[src/rtl/alu8_arbiter_ctrl.sv]
// Two-requester arbiter and sequencer for a shared external 8-bit ALU.
// Define ARB_FIXED_PRIO_EN to make req0 win every tie (default: round-robin tie-break).
module alu8_arbiter_ctrl #(
    parameter int MUL_LAT = 2,
    parameter int CNT_W   = 16
) (
    input  logic             clk,
    input  logic             rst_n,
    input  logic             req0_valid,
    output logic             req0_ready,
    input  logic [3:0]       req0_op,
    input  logic [7:0]       req0_a,
    input  logic [7:0]       req0_b,
    input  logic             req1_valid,
    output logic             req1_ready,
    input  logic [3:0]       req1_op,
    input  logic [7:0]       req1_a,
    input  logic [7:0]       req1_b,
    output logic [3:0]       alu_op,
    output logic [7:0]       alu_a,
    output logic [7:0]       alu_b,
    input  logic [7:0]       alu_result,
    input  logic [15:0]      alu_product,
    input  logic             alu_of,
    input  logic             alu_zero,
    input  logic             alu_slt,
    output logic             rsp_valid,
    input  logic             rsp_ready,
    output logic             rsp_id,
    output logic [7:0]       rsp_result,
    output logic [15:0]      rsp_product,
    output logic [2:0]       rsp_flags,
    output logic             rsp_err,
    output logic             busy,
    output logic [CNT_W-1:0] done_cnt
);

    localparam logic [1:0] S_IDLE = 2'd0;
    localparam logic [1:0] S_EXEC = 2'd1;
    localparam logic [1:0] S_RESP = 2'd2;

    localparam logic [3:0] OP_MUL    = 4'd11;
    localparam logic [3:0] MUL_CYCLES = 4'(MUL_LAT);

    logic [1:0] state;
    logic       last_grant;
    logic       grant;
    logic       accept;
    logic [3:0] sel_op;
    logic [7:0] sel_a;
    logic [7:0] sel_b;
    logic       sel_illegal;
    logic [3:0] op_q;
    logic       id_q;
    logic       illegal_q;
    logic [3:0] exec_cnt;
    logic [3:0] exec_lat;
    logic       exec_done;

    // NOTE: every signal written in always_comb gets a default first so no latch is inferred.
    always_comb begin
        grant = 1'b0;
        if (req1_valid && !req0_valid) begin
            grant = 1'b1;
        end else if (req0_valid && req1_valid) begin
`ifdef ARB_FIXED_PRIO_EN
            grant = 1'b0;
`else
            grant = ~last_grant;
`endif
        end
    end

    assign req0_ready = (state == S_IDLE) && req0_valid && !grant;
    assign req1_ready = (state == S_IDLE) && req1_valid && grant;
    assign accept     = req0_ready || req1_ready;
    assign busy       = (state != S_IDLE);

    assign sel_op      = grant ? req1_op : req0_op;
    assign sel_a       = grant ? req1_a  : req0_a;
    assign sel_b       = grant ? req1_b  : req0_b;
    assign sel_illegal = (sel_op >= 4'd12) && (sel_op <= 4'd14);

    // Only a multiply holds EXEC for more than one cycle; illegal ops never match OP_MUL.
    assign exec_lat  = (op_q == OP_MUL) ? MUL_CYCLES : 4'd1;
    assign exec_done = (exec_cnt == exec_lat - 4'd1);

    // NOTE: sequential state uses non-blocking assignments only, so every flop samples pre-edge values.
    always_ff @(posedge clk) begin
        if (!rst_n) begin
            state       <= S_IDLE;
            last_grant  <= 1'b1;
            op_q        <= '0;
            id_q        <= 1'b0;
            illegal_q   <= 1'b0;
            exec_cnt    <= '0;
            alu_op      <= '0;
            alu_a       <= '0;
            alu_b       <= '0;
            rsp_valid   <= 1'b0;
            rsp_id      <= 1'b0;
            rsp_result  <= '0;
            rsp_product <= '0;
            rsp_flags   <= '0;
            rsp_err     <= 1'b0;
            done_cnt    <= '0;
        end else begin
            case (state)
                S_IDLE: begin
                    if (accept) begin
                        op_q       <= sel_op;
                        id_q       <= grant;
                        illegal_q  <= sel_illegal;
                        last_grant <= grant;
                        exec_cnt   <= '0;
                        // The ALU bus is left untouched for illegal ops so it never toggles needlessly.
                        if (!sel_illegal) begin
                            alu_op <= sel_op;
                            alu_a  <= sel_a;
                            alu_b  <= sel_b;
                        end
                        state <= S_EXEC;
                    end
                end
                S_EXEC: begin
                    if (exec_done) begin
                        rsp_valid <= 1'b1;
                        rsp_id    <= id_q;
                        rsp_err   <= illegal_q;
                        if (illegal_q) begin
                            rsp_result  <= '0;
                            rsp_product <= '0;
                            rsp_flags   <= '0;
                        end else begin
                            rsp_result  <= alu_result;
                            rsp_product <= (op_q == OP_MUL) ? alu_product : 16'd0;
                            rsp_flags   <= {alu_of, alu_zero, alu_slt};
                        end
                        state <= S_RESP;
                    end else begin
                        exec_cnt <= exec_cnt + 4'd1;
                    end
                end
                S_RESP: begin
                    if (rsp_ready) begin
                        rsp_valid <= 1'b0;
                        done_cnt  <= done_cnt + 1'b1;
                        state     <= S_IDLE;
                    end
                end
                default: state <= S_IDLE;
            endcase
        end
    end

endmodule

[config.mk]
export PLATFORM = sky130hd
export DESIGN_NAME = alu8_arbiter_ctrl
export DESIGN_NICKNAME = d
export VERILOG_FILES = /design/src/rtl/alu8_arbiter_ctrl.sv
export SDC_FILE = /design/constraint.sdc
export NUM_CORES = 1
export LEC_CHECK = 0
export CAP_MARGIN = 20
export CELL_PAD_IN_SITES_DETAIL_PLACEMENT = 1
export CELL_PAD_IN_SITES_GLOBAL_PLACEMENT = 1
export CORE_MARGIN = 4
export CORE_UTILIZATION = 45
export DETAILED_ROUTE_END_ITERATION = 6
export DONT_BUFFER_PORTS = 1
export PLACE_DENSITY = 0.82
export SYNTH_ARGS = -nofsm -noshare
export SYNTH_HDL_FRONTEND = slang
export SYNTH_SLANG_ARGS = --single-unit
[constraint.sdc]
create_clock -name clk -period 2.2 [get_ports clk]
set_clock_uncertainty 0.2 [all_clocks]
set_input_delay 0.44 -clock clk [delete_from_list [all_inputs] [get_ports clk]]
set_output_delay 0.44 -clock clk [all_outputs]
set_load 0.01 [all_outputs]
==> metrics.md <==
| Metric | Value |
|---|---|
| CTS tree | `built` |
| Die H | `96.4 um` |
| Hold Path Class | `in -> reg` |
| Seq/Total Area, Yosys | `45.0%` |
| Syn_area_per_cell | `8.83 um2` |
| Share of layout cells above drive strength 1 | `10.7%` |
| Bufs on Longest Clock Path | `2` |
| HPWL Detailed | `6.69 mm` |
| Vias post-DR | `2,881` |
| Worst-path clk slew | `0.09 ns` |
| Die W | `96.4 um` |
| Via density per instance | `5.74` |
| Clk_lat worst skew | `0.34 ns` |
| Post-synth net total | `472` |
| Synthesis-stage register bit count | `79` |
| Power per cell area | `815 nW/um2` |
| Antenna violations before repair | `0` |
| Asr flop ratio synth | `0%` |
| F_max | `509 MHz` |
| Max VDD drop | `0.408 mV` |
| Most common cell after layout, fill and taps aside | `nand2_1` |
| Avg WL per Cell | `18.2 um` |
| Most frequent cells in the layout | `nand2_1, dfxtp_1, mux2i_1, nand4_1, o211a_1` |
| Final core utilization | `52.3%` |
| Post-route cell area | `3870 um2` |
| Max Cap Viol | `0` |
| Endpoints failing hold | `0` |
| EDFF count, synth | `0` |
| Unrepaired setup endpoints after global routing | `no` |
| Largest net degree at the start of global routing | `71` |
| Worst EP required | `1.56 ns` |
| Leak Pwr | `1.66 nW` |
| Pins over their slew limit | `0` |
| Diodes inserted | `0` |
| Synth Cell Area | `3510 um2` |
| Die area | `9290 um2` |
| Placement Cell Area | `3650 um2` |
| Largest stage delay on the critical path | `0.39 ns` |
| Rows | `31` |
| Slowest CP cell | `dfxtp_1` |
| Final WL | `9.15 mm` |
| Detailed Routing Iterations Pass 1 | `4` |
| Count of final setup violators | `0` |
| Starting density of the core | `47.4%` |
| Area Overhead vs Synth | `10.3%` |
| IO Pins | `141` |
| Gr ovfl total | `0` |
| Tmin final | `1.97 ns` |
| Layout Nets | `472` |
| Setup CP Type | `reg -> out` |
| 1st-iter DRT viols | `86` |
| CP Cell Sequence | `a21bo_2, and3_1` |
| # Post-CTS Setup Buffers | `0` |
| Crit path buffers/inverters | `0` |
| Worst-margin pin slew | `0.987 ns` |
| Post-route ant nets | `0` |
| CP Capture Type | `output pin` |
| Mapped Cells | `398` |
| Yosys warns | `0` |
| IO buf count | `0` |
| Post-synth top flop | `dfxtp_1` |
| GPL Wtd Cong | `0.737` |
| Cell variety after synth | `48` |
| Global Route Usage Sum | `19.9%` |
| Crit-path max FO | `11` |
| Drc violations | `0` |
| CTS buffer count | `9` |
| First-pass GRT wire length | `14.5 mm` |
| Final period util | `89.3%` |
| CTS resizes | `1` |
| WP data arrival | `1.33 ns` |
| Status | `complete, no violations` |
| Core ar. | `7410 um2` |
| Vias in the first global route | `3,008` |
| Sink Count | `79` |
| Critical path startpoint category | `register` |
| Root Buffer | `clkbuf_8` |
| Rel. slew slack | `33.9%` |
| Cell family with most CP delay | `flip-flops` |
| # hold bufs at CTS | `0` |
| CTS H-tree depth | `3` |
==> worst register-to-register path, cell delays in order (launching register included) <==
cell     delay [ns]
dfxtp_1        0.31
and4b_1        0.27
nor3b_2        0.81
nand2_1        0.13
mux2i_1        0.17
==> registers in the layout, indices dropped and copies added, names as in the netlist <==
name,count
done_cnt,16
rsp_product,16
alu_a,8
alu_b,8
rsp_result,8
alu_op,4
exec_cnt,4
op_q,4
rsp_flags,3
state,2
id_q,1
illegal_q,1
last_grant,1
rsp_err,1
rsp_id,1
rsp_valid,1
==> final timing paths <==
path / from / to / slack [ns] / cells past startpoint
max: last_grant / req0_ready / 0.23 / 2
min: alu_product[12] / rsp_product[12] / 0.03 / 2
max reg2reg: op_q[2] / rsp_product[7] / 0.25 / 4
min reg2reg: op_q[2] / op_q[2] / 0.26 / 1
==> per-layer routing <==
| layer | GRT usage, % | routed length (um) | vias to the layer above |
|---|---|---|---|
| met4 | 7.24 | 170 | 0 |
| met2 | 34.0 | 4670 | 100 |
| met1 | 22.9 | 3560 | 1371 |
| met5 | 0 | 0 | - |
| met3 | 7.20 | 751 | 17 |
| li1 | - | - | 1393 |
==> report_power, final <==
| part | leakage (nW) | internal, mW | total [mW] | switching (mW) |
|---|---|---|---|---|
| sequential | 0.644 | 1.52 | 1.63 | 0.109 |
| clock | 0.107 | 0.597 | 1.15 | 0.551 |
| combinational | 0.910 | 0.175 | 0.380 | 0.205 |
==> kinds of logic after synthesis <==
logic type	synth area share, %
buffers and inverters	3.77
adders and majority gates	0.712
xor gates and xnor gates	2.74
AOI/OAI and AO/OA	10.9
and+or+nand+nor	26.8
muxes	10.0
DFF	45.0
==> through the flow <==
stage,hold WS (ns),power [mW],setup slack (ns),cells,TNS [ns]
6_report,0.0279,3.16,0.235,502,0
5_1_grt,0.0135,3.32,0.0153,502,0
4_1_cts,0.00682,3.20,0.157,502,0
3_5_place_dp,0.249,2.05,-0.0237,486,-0.0798
3_3_place_gp,0.243,2.03,0.218,486,0
2_1_floorplan,0.234,1.95,0.307,398,0
==> cells in the mapped netlist, types with 4 or more instances <==
master    number  area, um2
nor2_1        16       60.1
mux2i_1       34        340
nand2_1      103        387
nand2b_1       4       25.0
a21oi_1       10       50.1
nor4_1         4       25.0
o211a_1       19        190
clkbuf_1      19       71.3
nand3_1       12       60.1
xnor2_1        8       70.1
buf_2          4       20.0
dfxtp_1       79       1580
nand4_1       21        131
nand3b_1      12       90.1
==> cell type report <==
cell class	instances	area, um2
tap	99	124
clock inverter	5	63.8
timing repair buffer	15	125
sequential	79	1580
multi-input combinational	288	1810
clock buffer	11	151
fill	848	3530
inverter	5	18.8
Power figures use the tool's default switching activity.
